`src/rtl/opb_arb_pkg.sv`:
```
// Shared definitions for the two-master OPB arbiter: FSM encoding and the
// default number of unanswered WAIT cycles before an error is forced.
package opb_arb_pkg;

  typedef enum logic [1:0] {
    ST_IDLE = 2'd0,
    ST_ADDR = 2'd1,
    ST_WAIT = 2'd2,
    ST_DONE = 2'd3
  } arb_state_t;

  localparam int DEF_TIMEOUT = 16;

endpackage

```
`src/rtl/opb_rr_pick2.sv`:
```
// Two-way round-robin picker: the pointer names the favoured master, which
// wins whenever it requests; otherwise the other requester wins.
module opb_rr_pick2 (
  input  logic [1:0] req,
  input  logic       ptr,
  output logic [1:0] win
);

  always_comb begin
    win = 2'b00;
    if (req[ptr]) begin
      win[ptr] = 1'b1;
    end else if (req[~ptr]) begin
      win[~ptr] = 1'b1;
    end
  end

endmodule

```
`src/rtl/opb_dual_master_arb.sv`:
```
// Two-master OPB arbiter driving a single slave-side bus, with retry, error,
// burst continuation and a suppressible response timeout.
module opb_dual_master_arb
  import opb_arb_pkg::*;
#(
  parameter int C_OPB_AWIDTH = 32,
  parameter int C_OPB_DWIDTH = 32,
  parameter int C_TIMEOUT    = DEF_TIMEOUT
) (
  input  logic                        OPB_Clk,
  input  logic                        OPB_Rst_n,
  input  logic [1:0]                  M_request,
  input  logic [2*C_OPB_AWIDTH-1:0]   M_ABus,
  input  logic [2*C_OPB_DWIDTH/8-1:0] M_BE,
  input  logic [2*C_OPB_DWIDTH-1:0]   M_DBus,
  input  logic [1:0]                  M_RNW,
  input  logic [1:0]                  M_seqAddr,
  output logic [1:0]                  M_grant,
  output logic [1:0]                  M_xferAck,
  output logic [1:0]                  M_errAck,
  output logic [1:0]                  M_retry,
  output logic [C_OPB_DWIDTH-1:0]     M_rdDBus,
  output logic [C_OPB_AWIDTH-1:0]     OPB_ABus,
  output logic [C_OPB_DWIDTH/8-1:0]   OPB_BE,
  output logic [C_OPB_DWIDTH-1:0]     OPB_DBus,
  output logic                        OPB_RNW,
  output logic                        OPB_select,
  output logic                        OPB_seqAddr,
  input  logic [C_OPB_DWIDTH-1:0]     Sl_DBus,
  input  logic                        Sl_xferAck,
  input  logic                        Sl_errAck,
  input  logic                        Sl_retry,
  input  logic                        Sl_toutSup,
  output arb_state_t                  dbg_state
);

  localparam int AW = C_OPB_AWIDTH;
  localparam int DW = C_OPB_DWIDTH;
  localparam int BW = C_OPB_DWIDTH / 8;
  localparam int CW = $clog2(C_TIMEOUT + 1);

  // Handshake: a master holds M_request until it sees exactly one of
  // xferAck/errAck/retry; dropping it while waiting abandons the transfer.
  arb_state_t    state;
  logic          rst_done;
  logic          ptr;
  logic          win_idx;
  logic          upd_ptr;
  logic [CW-1:0] cnt;
  logic [1:0]    pick;

  logic          ld_idx;
  logic [AW-1:0] ld_abus;
  logic [BW-1:0] ld_be;
  logic [DW-1:0] ld_dbus;
  logic          ld_rnw;
  logic          ld_seq;

  opb_rr_pick2 u_pick (
    .req (M_request),
    .ptr (ptr),
    .win (pick)
  );

  // Fields of the master about to be presented: the fresh winner from IDLE,
  // or the current owner when a burst continues.
  always_comb begin
    ld_idx  = (state == ST_IDLE) ? pick[1] : win_idx;
    ld_abus = ld_idx ? M_ABus[2*AW-1:AW] : M_ABus[AW-1:0];
    ld_be   = ld_idx ? M_BE[2*BW-1:BW]   : M_BE[BW-1:0];
    ld_dbus = ld_idx ? M_DBus[2*DW-1:DW] : M_DBus[DW-1:0];
    ld_rnw  = M_RNW[ld_idx];
    ld_seq  = M_seqAddr[ld_idx];
  end

  assign dbg_state = state;

  always_ff @(posedge OPB_Clk or negedge OPB_Rst_n) begin
    if (!OPB_Rst_n) begin
      state       <= ST_IDLE;
      rst_done    <= 1'b0;
      ptr         <= 1'b0;
      win_idx     <= 1'b0;
      upd_ptr     <= 1'b0;
      cnt         <= '0;
      M_grant     <= '0;
      M_xferAck   <= '0;
      M_errAck    <= '0;
      M_retry     <= '0;
      M_rdDBus    <= '0;
      OPB_ABus    <= '0;
      OPB_BE      <= '0;
      OPB_DBus    <= '0;
      OPB_RNW     <= 1'b0;
      OPB_select  <= 1'b0;
      OPB_seqAddr <= 1'b0;
    end else begin
      rst_done  <= 1'b1;
      M_xferAck <= '0;
      M_errAck  <= '0;
      M_retry   <= '0;
      case (state)
        ST_IDLE: begin
          // rst_done holds off arbitration for the first cycle out of reset.
          if (rst_done && (|M_request)) begin
            state       <= ST_ADDR;
            win_idx     <= pick[1];
            M_grant     <= pick;
            OPB_select  <= 1'b1;
            OPB_ABus    <= ld_abus;
            OPB_BE      <= ld_be;
            OPB_DBus    <= ld_dbus;
            OPB_RNW     <= ld_rnw;
            OPB_seqAddr <= ld_seq;
          end
        end
        ST_ADDR: begin
          state <= ST_WAIT;
          cnt   <= '0;
        end
        ST_WAIT: begin
          if (Sl_retry || Sl_errAck || Sl_xferAck || !M_request[win_idx] ||
              (!Sl_toutSup && cnt == CW'(C_TIMEOUT - 1))) begin
            if (Sl_retry) begin
              M_retry[win_idx] <= 1'b1;
            end else if (Sl_errAck) begin
              M_errAck[win_idx] <= 1'b1;
              upd_ptr           <= 1'b1;
            end else if (Sl_xferAck) begin
              M_xferAck[win_idx] <= 1'b1;
              upd_ptr            <= 1'b1;
              if (OPB_RNW) begin
                M_rdDBus <= Sl_DBus;
              end
            end else if (M_request[win_idx]) begin
              // Timeout: request still held but the slave never answered.
              M_errAck[win_idx] <= 1'b1;
              upd_ptr           <= 1'b1;
            end
            if (!Sl_retry && !Sl_errAck && Sl_xferAck &&
                M_seqAddr[win_idx] && M_request[win_idx]) begin
              state       <= ST_ADDR;
              upd_ptr     <= 1'b0;
              OPB_ABus    <= ld_abus;
              OPB_BE      <= ld_be;
              OPB_DBus    <= ld_dbus;
              OPB_RNW     <= ld_rnw;
              OPB_seqAddr <= ld_seq;
            end else begin
              state       <= ST_DONE;
              M_grant     <= '0;
              OPB_select  <= 1'b0;
              OPB_ABus    <= '0;
              OPB_BE      <= '0;
              OPB_DBus    <= '0;
              OPB_RNW     <= 1'b0;
              OPB_seqAddr <= 1'b0;
            end
          end else if (!Sl_toutSup) begin
            cnt <= cnt + 1'b1;
          end
        end
        ST_DONE: begin
          if (upd_ptr) begin
            ptr <= ~win_idx;
          end
          upd_ptr <= 1'b0;
          state   <= ST_IDLE;
        end
        default: state <= ST_IDLE;
      endcase
    end
  end

endmodule

```
`config.mk`:
```
export PLATFORM = sky130hd
export DESIGN_NAME = opb_dual_master_arb
export DESIGN_NICKNAME = d
export VERILOG_FILES = /design/src/rtl/opb_arb_pkg.sv /design/src/rtl/opb_rr_pick2.sv /design/src/rtl/opb_dual_master_arb.sv
export SDC_FILE = /design/constraint.sdc
export NUM_CORES = 1
export LEC_CHECK = 0
export ABC_AREA = 1
export BUFFER_PORTS_ARGS = -buffer_cell sky130_fd_sc_hd__buf_2
export CAP_MARGIN = 30
export CELL_PAD_IN_SITES_DETAIL_PLACEMENT = 1
export CELL_PAD_IN_SITES_GLOBAL_PLACEMENT = 1
export CORE_MARGIN = 4
export CORE_UTILIZATION = 32
export DETAILED_ROUTE_END_ITERATION = 7
export PLACE_DENSITY_LB_ADDON = 0.1
export SLEW_MARGIN = 25
export SYNTH_ARGS = -nofsm -noshare
export SYNTH_HDL_FRONTEND = slang
export SYNTH_HIERARCHICAL = 1
export SYNTH_SLANG_ARGS = --single-unit
```
`constraint.sdc`:
```
create_clock -name OPB_Clk -period 2.6 [get_ports OPB_Clk]
set_clock_uncertainty 0.2 [all_clocks]
set_input_delay 0.13 -clock OPB_Clk [delete_from_list [all_inputs] [get_ports OPB_Clk]]
set_output_delay 0.13 -clock OPB_Clk [all_outputs]
set_load 0.01 [all_outputs]
```
==> results of run 1 <==
==> layout by cell type, fill, tap and decap left out, types with 2 or more instances in the layout <==
cell type,netlist,routed
sky130_fd_sc_hd__nand2_1,372,372
sky130_fd_sc_hd__buf_2,16,291
sky130_fd_sc_hd__dlygate4sd3_1,0,183
sky130_fd_sc_hd__nand3_1,150,150
sky130_fd_sc_hd__dfrtp_1,122,122
sky130_fd_sc_hd__o21ai_0,44,44
sky130_fd_sc_hd__clkbuf_16,0,17
sky130_fd_sc_hd__inv_1,14,14
sky130_fd_sc_hd__nor2_1,10,10
sky130_fd_sc_hd__buf_12,0,9
sky130_fd_sc_hd__buf_4,7,7
sky130_fd_sc_hd__inv_2,6,5
sky130_fd_sc_hd__bufinv_16,0,5
sky130_fd_sc_hd__diode_2,0,4
sky130_fd_sc_hd__nor3_1,4,4
sky130_fd_sc_hd__nand2_2,3,3
sky130_fd_sc_hd__nor2_2,3,3
sky130_fd_sc_hd__inv_6,0,3
sky130_fd_sc_hd__nand2_4,2,2
sky130_fd_sc_hd__a21oi_1,2,2
sky130_fd_sc_hd__ha_1,2,2
sky130_fd_sc_hd__clkinvlp_4,0,2
sky130_fd_sc_hd__clkinv_4,0,2
==> state kept, by name, indices dropped and copies added, names as in the netlist, 2 cells and up <==
signal,cells
M_errAck,2
M_grant,2
M_rdDBus,32
M_retry,2
M_xferAck,2
OPB_ABus,32
OPB_BE,4
OPB_DBus,32
cnt,5
dbg_state,2
==> final timing paths <==
path	to	startpoint	depth (start not counted)
setup / recovery	OPB_DBus[29]	M_request[1]	12
setup reg to reg	OPB_DBus[29]	ptr	10
hold / removal	cnt[0]	Sl_toutSup	4
min in group asynchronous	OPB_ABus[27]	OPB_Rst_n	2
max in group asynchronous	rst_done	OPB_Rst_n	3
hold reg to reg	OPB_select	OPB_select	2
==> layer usage <==
metal	routed length [µm]	part of all wire, %
met4	1130	4.1
met3	1620	5.9
met5	13	0.047
met2	14100	51
met1	10700	39
==> area by class of cell <==
| cell class | instances | area, µm² |
|---|---|---|
| diodes | 4 | 10.0 |
| clock inverters | 13 | 214 |
| repair buffers | 490 | 3520 |
| well taps | 229 | 287 |
| fillers | 2279 | 8070 |
| flip-flops and latches | 122 | 3050 |
| clock buffers | 19 | 443 |
| inverters | 20 | 82.6 |
| multi-input cells | 601 | 2590 |
==> power by group through the flow <==
stage / logic, µW / clock network [µW] / registers (µW)
final: 5760 / 2650 / 3020
after global routing: 6370 / 2800 / 3110
after CTS: 5570 / 2700 / 3010
after detailed placement: 5030 / 0 / 3020
after global placement: 4970 / 0 / 3000
after floorplan: 2860 / 0 / 3340
==> kinds of logic (layout without fill, tap and decap cells) <==
kind of cell / count (synthesis) / count (layout) / synth area share, %
AOI/OAI and AO/OA: 50 / 50 / 4.40
xor gates and xnor gates: 1 / 1 / 0.145
adders and majority gates: 2 / 2 / 0.415
buffers and inverters: 71 / 542 / 6.31
DFF: 122 / 122 / 50.7
other: 1 / 5 / 0.0622
and+or+nand+nor: 547 / 547 / 38.0
==> timing repair <==
action	4_1_cts	5_1_grt
gates resized for setup	0	6
hold endpoints to repair	209	0
endpoints found under the setup margin	0	24
hold buffers	183	0
==> cells in the mapped netlist <==
cell type	n
sky130_fd_sc_hd__o22ai_1	1
sky130_fd_sc_hd__xor2_1	1
sky130_fd_sc_hd__o21ai_0	44
sky130_fd_sc_hd__buf_4	7
sky130_fd_sc_hd__dfrtp_1	122
sky130_fd_sc_hd__buf_2	16
sky130_fd_sc_hd__nand2_1	372
sky130_fd_sc_hd__nand2_2	3
sky130_fd_sc_hd__buf_6	9
sky130_fd_sc_hd__a21oi_1	2
sky130_fd_sc_hd__a21oi_2	1
sky130_fd_sc_hd__nand3_2	1
sky130_fd_sc_hd__a21boi_2	1
sky130_fd_sc_hd__clkbuf_1	19
sky130_fd_sc_hd__ha_1	2
sky130_fd_sc_hd__nand3_1	150
sky130_fd_sc_hd__nand2_4	2
sky130_fd_sc_hd__inv_1	14
sky130_fd_sc_hd__nor2_2	3
sky130_fd_sc_hd__nor3b_1	1
sky130_fd_sc_hd__o21ai_2	1
sky130_fd_sc_hd__nand3b_1	1
sky130_fd_sc_hd__nor2_1	10
sky130_fd_sc_hd__nor3_1	4
sky130_fd_sc_hd__inv_2	6
sky130_fd_sc_hd__conb_1	1
==> critical path, cell delays in order <==
cell                            delay (ns)
sky130_fd_sc_hd__dlygate4sd3_1        0.55
sky130_fd_sc_hd__buf_2                0.16
sky130_fd_sc_hd__inv_1                0.07
sky130_fd_sc_hd__a21oi_2              0.04
sky130_fd_sc_hd__nand3b_1             0.16
sky130_fd_sc_hd__nand2_2              0.16
sky130_fd_sc_hd__buf_12               0.27
sky130_fd_sc_hd__nand2_1              0.11
sky130_fd_sc_hd__nand2_1              0.12
sky130_fd_sc_hd__dlygate4sd3_1        0.59
sky130_fd_sc_hd__nand3_1              0.10
sky130_fd_sc_hd__nand2_1              0.08
==> per-stage QoR <==
| stage | setup WS [ns] | util (%) | std cells | power [µW] | cell area, µm² |
|---|---|---|---|---|---|
| after global routing | 0.0145 | 55.8 | 1497 | 12300 | 10200 |
| after CTS | 0.0227 | 55.7 | 1494 | 11300 | 10200 |
| final | 0.116 | 55.8 | 1498 | 11400 | 10200 |
| after global placement | 0.299 | 42.1 | 1279 | 7970 | 7680 |
| after detailed placement | 0.313 | 42.1 | 1279 | 8060 | 7690 |
| after floorplan | 0.662 | - | 794 | 6200 | 6030 |
==> metrics.txt, run 1 <==
relative contribution of the clock network to total power 23.2%; switching power as a share of total power 43.0%; internal portion of total power 6510 µW; worst hold slack after final layout 0.0246 ns; Max Fclk 403 MHz; initial antenna violation count 4; total global routing track utilization 25.9%; cell at the root of the clock tree sky130_fd_sc_hd__clkbuf_16; Final TNS setup 0 ns; part of the Yosys area used for sequential elements 50.7%; I/O Buffers 292; relative max-transition margin 53.3%; die width 145 µm; cell accounting for the most synthesized area sky130_fd_sc_hd__dfrtp_1; initial standard-cell utilization of the core 33.0%; P_leak 0.00574 µW; Switch Pwr 4910 µW; y dimension of the die 145 µm; Clk Latency, worst-skew pair 0.41 ns; setup violators final 0; layout-stage area growth over the synthesis result 69.3%; Detail Placement HPWL 15800 µm; post-route clock period utilization 95.6%; Reg2Reg Setup Slack 0.13 ns; clock transition at the register clock pins on the worst setup and hold paths after CTS 0.06 ns; slew of the pin with the lowest slew margin 0.701 ns; cell types occupying the most area after synthesis sky130_fd_sc_hd__dfrtp_1 51%, sky130_fd_sc_hd__nand2_1 23%, sky130_fd_sc_hd__nand3_1 12%; placeable core region 0.0183 mm²; layout cells sized above 1 28.1%; overall via count from detail_route 7464; count of routing violations after the opening detailed-route iteration 288; final RePlAce weighted congestion 0.734; time the worst path needs with I/O delays and setup 2.48 ns; type of element capturing the critical path flop; worst path required time 2.75 ns; maximum root-to-sink buffer count 2; post-detailed-route count of antenna-violating nets 0; # IOs 293; Post-Syn Nets 976; busiest layer in global routing met2; DIE AREA 0.0211 mm²; clock tree from TritonCTS yes; final count of hold timing violations 0; deepest level of the CTS H-tree 4; FF+latch count, synth 122; Total Nets Final 1434; CTS sink count 122; Vias per Instance 4.98; number of global-route vias before repair 8263; Distinct cells, synth 26; arrival time of data at the critical path endpoint 2.63 ns; routed wire length per instance 18.4 µm; wire length after detailed routing 27600 µm; residual overflow from global routing 0; top-area cell type share of the netlist area 50.7%; met1 usage in global routing 30.2%; register share of total power 26.4%; GR met2 Demand/Resource 44.9%; DRC violation count after routing 0; largest net degree at the start of global routing 73; Pre-Repair DR Iteration Count 5; Mean Syn Cell Area 7.59 µm²; max cap viols 0; met3 track utilization from global routing 6.42%; post-CTS setup buffers 0; number of pins with negative max-slew slack in the final report 0; Max FO, Critical Path 71; Combinational Power Share 50.4%; worst IR drop on VDD 0.580 mV; result of the run finished clean; CTS Buf Count 17; number of placement rows 49; unrepaired setup endpoints after global routing false; startpoint-to-endpoint class of the critical path in -> reg; wire length of the first global-routing pass 44500 µm; number of standard cells after synthesis 794; Hold WC Path Type in -> reg; Critical Path Start Type input port; yosys synthesis warning count 6; area of the mapped netlist 0.00603 mm²; P per Cell Area 1120 mW/mm²
Note: power is estimated with default switching activity, not from simulation.
==> run 2: changes to the inputs <==
--- a/config.mk
+++ b/config.mk
@@ -11,7 +11,8 @@
 export CELL_PAD_IN_SITES_DETAIL_PLACEMENT = 1
 export CELL_PAD_IN_SITES_GLOBAL_PLACEMENT = 1
 export CORE_MARGIN = 4
-export CORE_UTILIZATION = 32
+export CORE_UTILIZATION = 33
+export CTS_BUF_LIST = sky130_fd_sc_hd__clkbuf_8
 export DETAILED_ROUTE_END_ITERATION = 7
 export PLACE_DENSITY_LB_ADDON = 0.1
 export SLEW_MARGIN = 25
==> run 2 against run 1 <==
Net effect:
- global-route usage fell by 0.89 points
- clock-buffer cell count fell by 1
- sequential cell count did not move
- design area fell by 3.0%
- wire length fell by 7.0%
- sequential share of layout area rose by 0.94 points
- die area fell by 2.9%
- non-clock buffer count fell by 1
- combinational power rose by 3%
- sequential power barely moved
- critical endpoint is now M_errAck[0]
==> metrics.txt, run 2 (same netlist as run 1, synthesis figures left out) <==
result of the run finished clean (unchanged); post-CTS setup buffers 0 (unchanged); startpoint-to-endpoint class of the critical path reg -> reg (was in -> reg); number of placement rows 49 (unchanged); Hold WC Path Type in -> async (was in -> reg); setup violators final 0 (unchanged); Final TNS setup 0 ns (unchanged); initial standard-cell utilization of the core 33.5% (was 33.0%); die width 143 µm (was 145 µm); count of non-filler cells in the finished layout 1493 (was 1498); count of routing violations after the opening detailed-route iteration 289 (was 288); largest registers in the final layout M_rdDBus: 32 flops, OPB_ABus: 32 flops, OPB_DBus: 32 flops (unchanged); wire length after detailed routing 25700 µm (was 27600 µm); final count of hold timing violations 0 (unchanged); clock transition at the register clock pins on the worst setup and hold paths after CTS 0.08 ns (was 0.06 ns); utilization after layout 55.1% (was 55.8%); total of fill cells in the finished design 2252 (was 2279); maximum root-to-sink buffer count 2 (unchanged); Vias per Instance 4.84 (was 4.98); internal portion of total power 5880 µW (was 6510 µW); DRC violation count after routing 0 (unchanged); I/O Buffers 292 (unchanged); Clk Latency, worst-skew pair 0.44 ns (was 0.41 ns); relative contribution of the clock network to total power 16.5% (was 23.2%); wire length of the first global-routing pass 40600 µm (was 44500 µm); worst path required time 2.72 ns (was 2.75 ns); layout-stage area growth over the synthesis result 64.2% (was 69.3%); Max FO, Critical Path 13 (was 71); DIE AREA 0.0205 mm² (was 0.0211 mm²); total global routing track utilization 25.0% (was 25.9%); time the worst path needs with I/O delays and setup 2.47 ns (was 2.48 ns); number of pins with negative max-slew slack in the final report 0 (unchanged); Reg2Reg Setup Slack 0.13 ns (about the same); Max Fclk 404 MHz (was 403 MHz); cell at the root of the clock tree sky130_fd_sc_hd__clkbuf_8 (was sky130_fd_sc_hd__clkbuf_16); P per Cell Area 1080 mW/mm² (was 1120 mW/mm²); max cap viols 0 (unchanged); type of element capturing the critical path flop (unchanged); slew of the pin with the lowest slew margin 0.838 ns (was 0.701 ns); CTS sink count 122 (unchanged); routed wire length per instance 17.2 µm (was 18.4 µm); Total Nets Final 1433 (was 1434); Pre-Repair DR Iteration Count 4 (was 5); final RePlAce weighted congestion 0.809 (was 0.734); worst IR drop on VDD 0.580 mV (about the same); largest net degree at the start of global routing 72 (was 73); Critical Path Start Type flop (was input port); leading cell type in the layout, fill and taps excluded sky130_fd_sc_hd__nand2_1 (unchanged); number of global-route vias before repair 8029 (was 8263); highest-count cells in the layout ignoring fill and taps 372 x sky130_fd_sc_hd__nand2_1, 291 x sky130_fd_sc_hd__buf_2, 182 x sky130_fd_sc_hd__dlygate4sd3_1 (was 372 x sky130_fd_sc_hd__nand2_1, 291 x sky130_fd_sc_hd__buf_2, 183 x sky130_fd_sc_hd__dlygate4sd3_1); post-route clock period utilization 95.1% (was 95.6%); clock tree from TritonCTS yes (unchanged); unrepaired setup endpoints after global routing true (was false); placed cell count 1279 (unchanged); y dimension of the die 143 µm (was 145 µm); total design power 10700 µW (was 11400 µW); post-route setup slack 0.126 ns (was 0.116 ns); post-detailed-route count of antenna-violating nets 0 (unchanged); deepest level of the CTS H-tree 4 (unchanged); CTS Buf Count 17 (unchanged); register share of total power 28.3% (was 26.4%); worst slack after detailed placement 0.247 ns (was 0.313 ns); # IOs 293 (unchanged); placeable core region 0.0180 mm² (was 0.0183 mm²); switching power as a share of total power 45.1% (was 43.0%); Ant. Diodes 0 (was 4); Switch Pwr 4830 µW (was 4910 µW); relative max-transition margin 44.1% (was 53.3%); arrival time of data at the critical path endpoint 2.59 ns (was 2.63 ns); initial antenna violation count 1 (was 4); residual overflow from global routing 0 (unchanged); overall via count from detail_route 7222 (was 7464); Detail Placement HPWL 15400 µm (was 15800 µm); Combinational Power Share 55.2% (was 50.4%); P_leak 0.00561 µW (was 0.00574 µW); layout cells sized above 1 28.4% (was 28.1%)
run 2: metrics by stage:
stage                     hold slack (ns)  area, µm²
after floorplan                    -0.366       6030
after global placement            -0.0486       7650
after global routing               0.0483       9900
after detailed placement          -0.0356       7650
final                             0.00928       9900
after CTS                        0.000171       9880
run 2: metal layers:
metal	GRT usage, %	share of wire [%]
met3	6.36	6.5
met1	27.8	38
met4	11.3	3.6
met2	44.9	51
met5	0	0.078
run 2: worst max-delay path, stage by stage, from the launching register on:
cell	delay, ns
sky130_fd_sc_hd__dfrtp_1	0.42
sky130_fd_sc_hd__ha_1	0.22
sky130_fd_sc_hd__nand2_1	0.08
sky130_fd_sc_hd__nor2_1	0.05
sky130_fd_sc_hd__ha_1	0.18
sky130_fd_sc_hd__inv_1	0.06
sky130_fd_sc_hd__nor2_1	0.04
sky130_fd_sc_hd__nor2_2	0.13
sky130_fd_sc_hd__nand2_1	0.10
sky130_fd_sc_hd__nand2_4	0.12
sky130_fd_sc_hd__buf_8	0.16
sky130_fd_sc_hd__nor3_1	0.05
sky130_fd_sc_hd__dlygate4sd3_1	0.56
run 2: final timing paths:
kind / from / endpoint / depth (start not counted)
worst max-delay path: cnt[0] / M_errAck[0] / 12
worst min-delay path: OPB_Rst_n / OPB_ABus[30] / 2
worst max register to register: cnt[0] / M_errAck[0] / 12
worst min register to register: OPB_select / OPB_select / 2
max in group asynchronous: OPB_Rst_n / OPB_DBus[14] / 3
min in group OPB_Clk: Sl_errAck / upd_ptr / 8
run 2: timing repair:
action                                 in CTS  in global routing
setup endpoints to repair                   0                 33
gates resized for setup                     0                  8
hold buffers                              182                  0
endpoints found under the hold margin     231                  0
run 2: power by group through the flow:
stage          Clock, µW  Combinational (µW)  Sequential [µW]
4_1_cts             1830                5770             3020
3_5_place_dp           0                4980             3040
6_report            1760                5910             3030
2_1_floorplan          0                2860             3340
3_3_place_gp           0                4910             3010
5_1_grt             1900                6570             3120
run 2: area by class of cell:
cell class | instances | area [µm²] | share of cell area (%)
multi-input cells | 601 | 2590 | 26.2
inverters | 20 | 80.1 | 0.809
repair buffers | 489 | 3470 | 35.1
clock inverters | 14 | 160 | 1.62
well taps | 229 | 287 | 2.90
clock buffers | 18 | 248 | 2.50
flip-flops and latches | 122 | 3050 | 30.9
==> run 3: changes to the inputs <==
--- a/config.mk
+++ b/config.mk
@@ -15,6 +15,7 @@
 export CTS_BUF_LIST = sky130_fd_sc_hd__clkbuf_8
 export DETAILED_ROUTE_END_ITERATION = 7
 export PLACE_DENSITY_LB_ADDON = 0.1
+export REMOVE_ABC_BUFFERS = 1
 export SLEW_MARGIN = 25
 export SYNTH_ARGS = -nofsm -noshare
 export SYNTH_HDL_FRONTEND = slang
==> run 3 against run 2 <==
Net effect:
- register-to-register slack better by 0.03 ns
- combinational power up 3%
- clock-buffer cell count up 1
- largest cell class unchanged
==> metrics.txt, run 3 (same netlist as run 1, synthesis figures left out) <==
result of the run finished clean (unchanged); initial standard-cell utilization of the core 33.5% (unchanged); time the worst path needs with I/O delays and setup 2.45 ns (was 2.47 ns); worst slack after detailed placement 0.349 ns (was 0.247 ns); post-route setup slack 0.154 ns (was 0.126 ns); relative max-transition margin 45.0% (was 44.1%); Final TNS setup 0 ns (unchanged); wire length after detailed routing 24600 µm (was 25700 µm); register share of total power 27.6% (was 28.3%); internal portion of total power 6180 µW (was 5880 µW); setup violators final 0 (unchanged); final count of hold timing violations 0 (unchanged); die width 143 µm (unchanged); post-route clock period utilization 94.1% (was 95.1%); Switch Pwr 4740 µW (was 4830 µW); Vias per Instance 4.82 (was 4.84); unrepaired setup endpoints after global routing false (was true); met3 WL 1420 µm (was 1670 µm); post-detailed-route count of antenna-violating nets 0 (unchanged); total global routing track utilization 23.9% (was 25.0%); leading cell type in the layout, fill and taps excluded sky130_fd_sc_hd__nand2_1 (unchanged); worst IR drop on VDD 0.491 mV (was 0.580 mV); arrival time of data at the critical path endpoint 2.62 ns (was 2.59 ns); maximum root-to-sink buffer count 2 (unchanged); I/O Buffers 292 (unchanged); overall via count from detail_route 7227 (was 7222); residual overflow from global routing 0 (unchanged); routed wire length per instance 16.4 µm (was 17.2 µm); total of fill cells in the finished design 2251 (was 2252); Total Nets Final 1436 (was 1433); Detail Placement HPWL 15200 µm (was 15400 µm); max cap viols 0 (unchanged); startpoint-to-endpoint class of the critical path reg -> reg (unchanged); M1 wire length 9780 µm (was 9840 µm); Max Fclk 409 MHz (was 404 MHz); highest-count cells in the layout ignoring fill and taps 372 x sky130_fd_sc_hd__nand2_1, 291 x sky130_fd_sc_hd__buf_2, 184 x sky130_fd_sc_hd__dlygate4sd3_1 (was 372 x sky130_fd_sc_hd__nand2_1, 291 x sky130_fd_sc_hd__buf_2, 182 x sky130_fd_sc_hd__dlygate4sd3_1); topmost layer with routed signal wires met4 (was met5); count of routing violations after the opening detailed-route iteration 261 (was 289); CP peak stage delay 0.57 ns (was 0.56 ns); CTS Buf Count 17 (unchanged); Critical path buffers and inverters 3 (unchanged); Pre-Repair DR Iteration Count 4 (unchanged); number of placement rows 49 (unchanged); number of pins with negative max-slew slack in the final report 0 (unchanged); Max FO, Critical Path 45 (was 13); y dimension of the die 143 µm (unchanged); type of element capturing the critical path flop (unchanged); worst path required time 2.77 ns (was 2.72 ns); # IOs 293 (unchanged); DIE AREA 0.0205 mm² (unchanged); layout cells sized above 1 28.3% (was 28.4%); layout-stage area growth over the synthesis result 64.9% (was 64.2%); Clk Latency, worst-skew pair 0.44 ns (about the same); clock tree from TritonCTS yes (unchanged); Combinational Power Share 55.6% (was 55.2%); switching power as a share of total power 43.4% (was 45.1%); gate family responsible for the most delay along the worst path buffers and inverters (unchanged); wire length of the first global-routing pass 39200 µm (was 40600 µm); utilization after layout 55.3% (was 55.1%); placeable core region 0.0180 mm² (unchanged); deepest level of the CTS H-tree 4 (unchanged); cell mode on critical path sky130_fd_sc_hd__nand2_1; initial antenna violation count 2 (was 1); slew of the pin with the lowest slew margin 0.824 ns (was 0.838 ns); relative contribution of the clock network to total power 16.8% (was 16.5%); cell at the slowest stage of the critical path sky130_fd_sc_hd__dlygate4sd3_1 (unchanged); DRC violation count after routing 0 (unchanged); cell at the root of the clock tree sky130_fd_sc_hd__clkbuf_8 (unchanged); number of global-route vias before repair 7875 (was 8029); largest registers in the final layout M_rdDBus: 32 flops, OPB_ABus: 32 flops, OPB_DBus: 32 flops (unchanged); P_leak 0.00563 µW (was 0.00561 µW); largest net degree at the start of global routing 72 (unchanged); clock transition at the register clock pins on the worst setup and hold paths after CTS 0.08 ns (about the same); P per Cell Area 1100 mW/mm² (was 1080 mW/mm²); post-CTS setup buffers 0 (unchanged); series of cell instances along the critical path inv_2 > nand2_1 > nand2_1 > nand2_2 > buf_6 > nand2_1 > nand2_1 > dlygate4sd3_1 > nand3_1 > nand2_1 (was ha_1 > nand2_1 > nor2_1 > ha_1 > inv_1 > nor2_1 > nor2_2 > nand2_1 > nand2_4 > buf_8 > nor3_1 > dlygate4sd3_1); CTS sink count 122 (unchanged); Hold WC Path Type in -> async (unchanged); Routed met2 length 12700 µm (was 13200 µm); final RePlAce weighted congestion 0.754 (was 0.809); Critical Path Start Type flop (unchanged)
[run 3: worst reg2reg max path: stages (launching register included)]
cell                            delay (ns)
sky130_fd_sc_hd__dfrtp_1              0.47
sky130_fd_sc_hd__inv_2                0.10
sky130_fd_sc_hd__nand2_1              0.10
sky130_fd_sc_hd__nand2_1              0.07
sky130_fd_sc_hd__nand2_2              0.12
sky130_fd_sc_hd__buf_6                0.33
sky130_fd_sc_hd__nand2_1              0.12
sky130_fd_sc_hd__nand2_1              0.09
sky130_fd_sc_hd__dlygate4sd3_1        0.57
sky130_fd_sc_hd__nand3_1              0.10
sky130_fd_sc_hd__nand2_1              0.11
[run 3: path summary, 6_finish.rpt]
| kind | startpoint | end | slack [ns] | cells past startpoint |
|---|---|---|---|---|
| worst min register to register | M_grant[1] | M_grant[1] | 0.27 | 2 |
| worst max-delay path | dbg_state[0] | OPB_ABus[21] | 0.15 | 10 |
| worst min-delay path | OPB_Rst_n | OPB_ABus[11] | 0.03 | 2 |
| worst max register to register | dbg_state[0] | OPB_ABus[21] | 0.15 | 10 |
| min in group OPB_Clk | M_seqAddr[1] | upd_ptr | 0.15 | 8 |
| max in group asynchronous | OPB_Rst_n | M_rdDBus[26] | 1.48 | 3 |
[run 3: final cells by class]
class	instances	area [µm²]	share of cell area (%)
Timing Repair Buffer	492	3480	35.1
Sequential cell	122	3050	30.7
Multi-Input combinational cell	601	2600	26.2
Tap cell	229	287	2.88
Clock buffer	19	262	2.63
Clock inverter	13	170	1.71
Inverter	20	75.1	0.756
Antenna cell	2	5.00	0.0504
[run 3: through the flow]
stage	hold slack, ns	cell area (µm²)	instances	power, µW
after global placement	-0.0195	7630	1280	7830
after detailed placement	-0.0291	7630	1280	7920
after floorplan	-0.366	5720	743	5780
after CTS	0.0153	9900	1496	10900
after global routing	0.0521	9930	1498	11800
final	0.0295	9930	1498	10900
[run 3: routing by layer]
layer	track usage, %	vias up
li1	-	3465
met1	27.1	3485
met2	42.7	218
met3	5.86	59
met4	10.4	0
met5	0	-
[run 3: power by group through the flow]
stage | clock network (µW) | logic (µW) | registers [µW]
floorplan | 0 | 2440 | 3340
global placement | 0 | 4820 | 3010
detailed placement | 0 | 4890 | 3030
CTS | 1890 | 5990 | 3000
global route | 1980 | 6740 | 3110
finish | 1830 | 6070 | 3020
[run 3: timing repair]
action,in CTS,in global routing
endpoints found under the setup margin,0,60
hold buffers,184,0
resized for setup,0,8
endpoints found under the hold margin,236,0
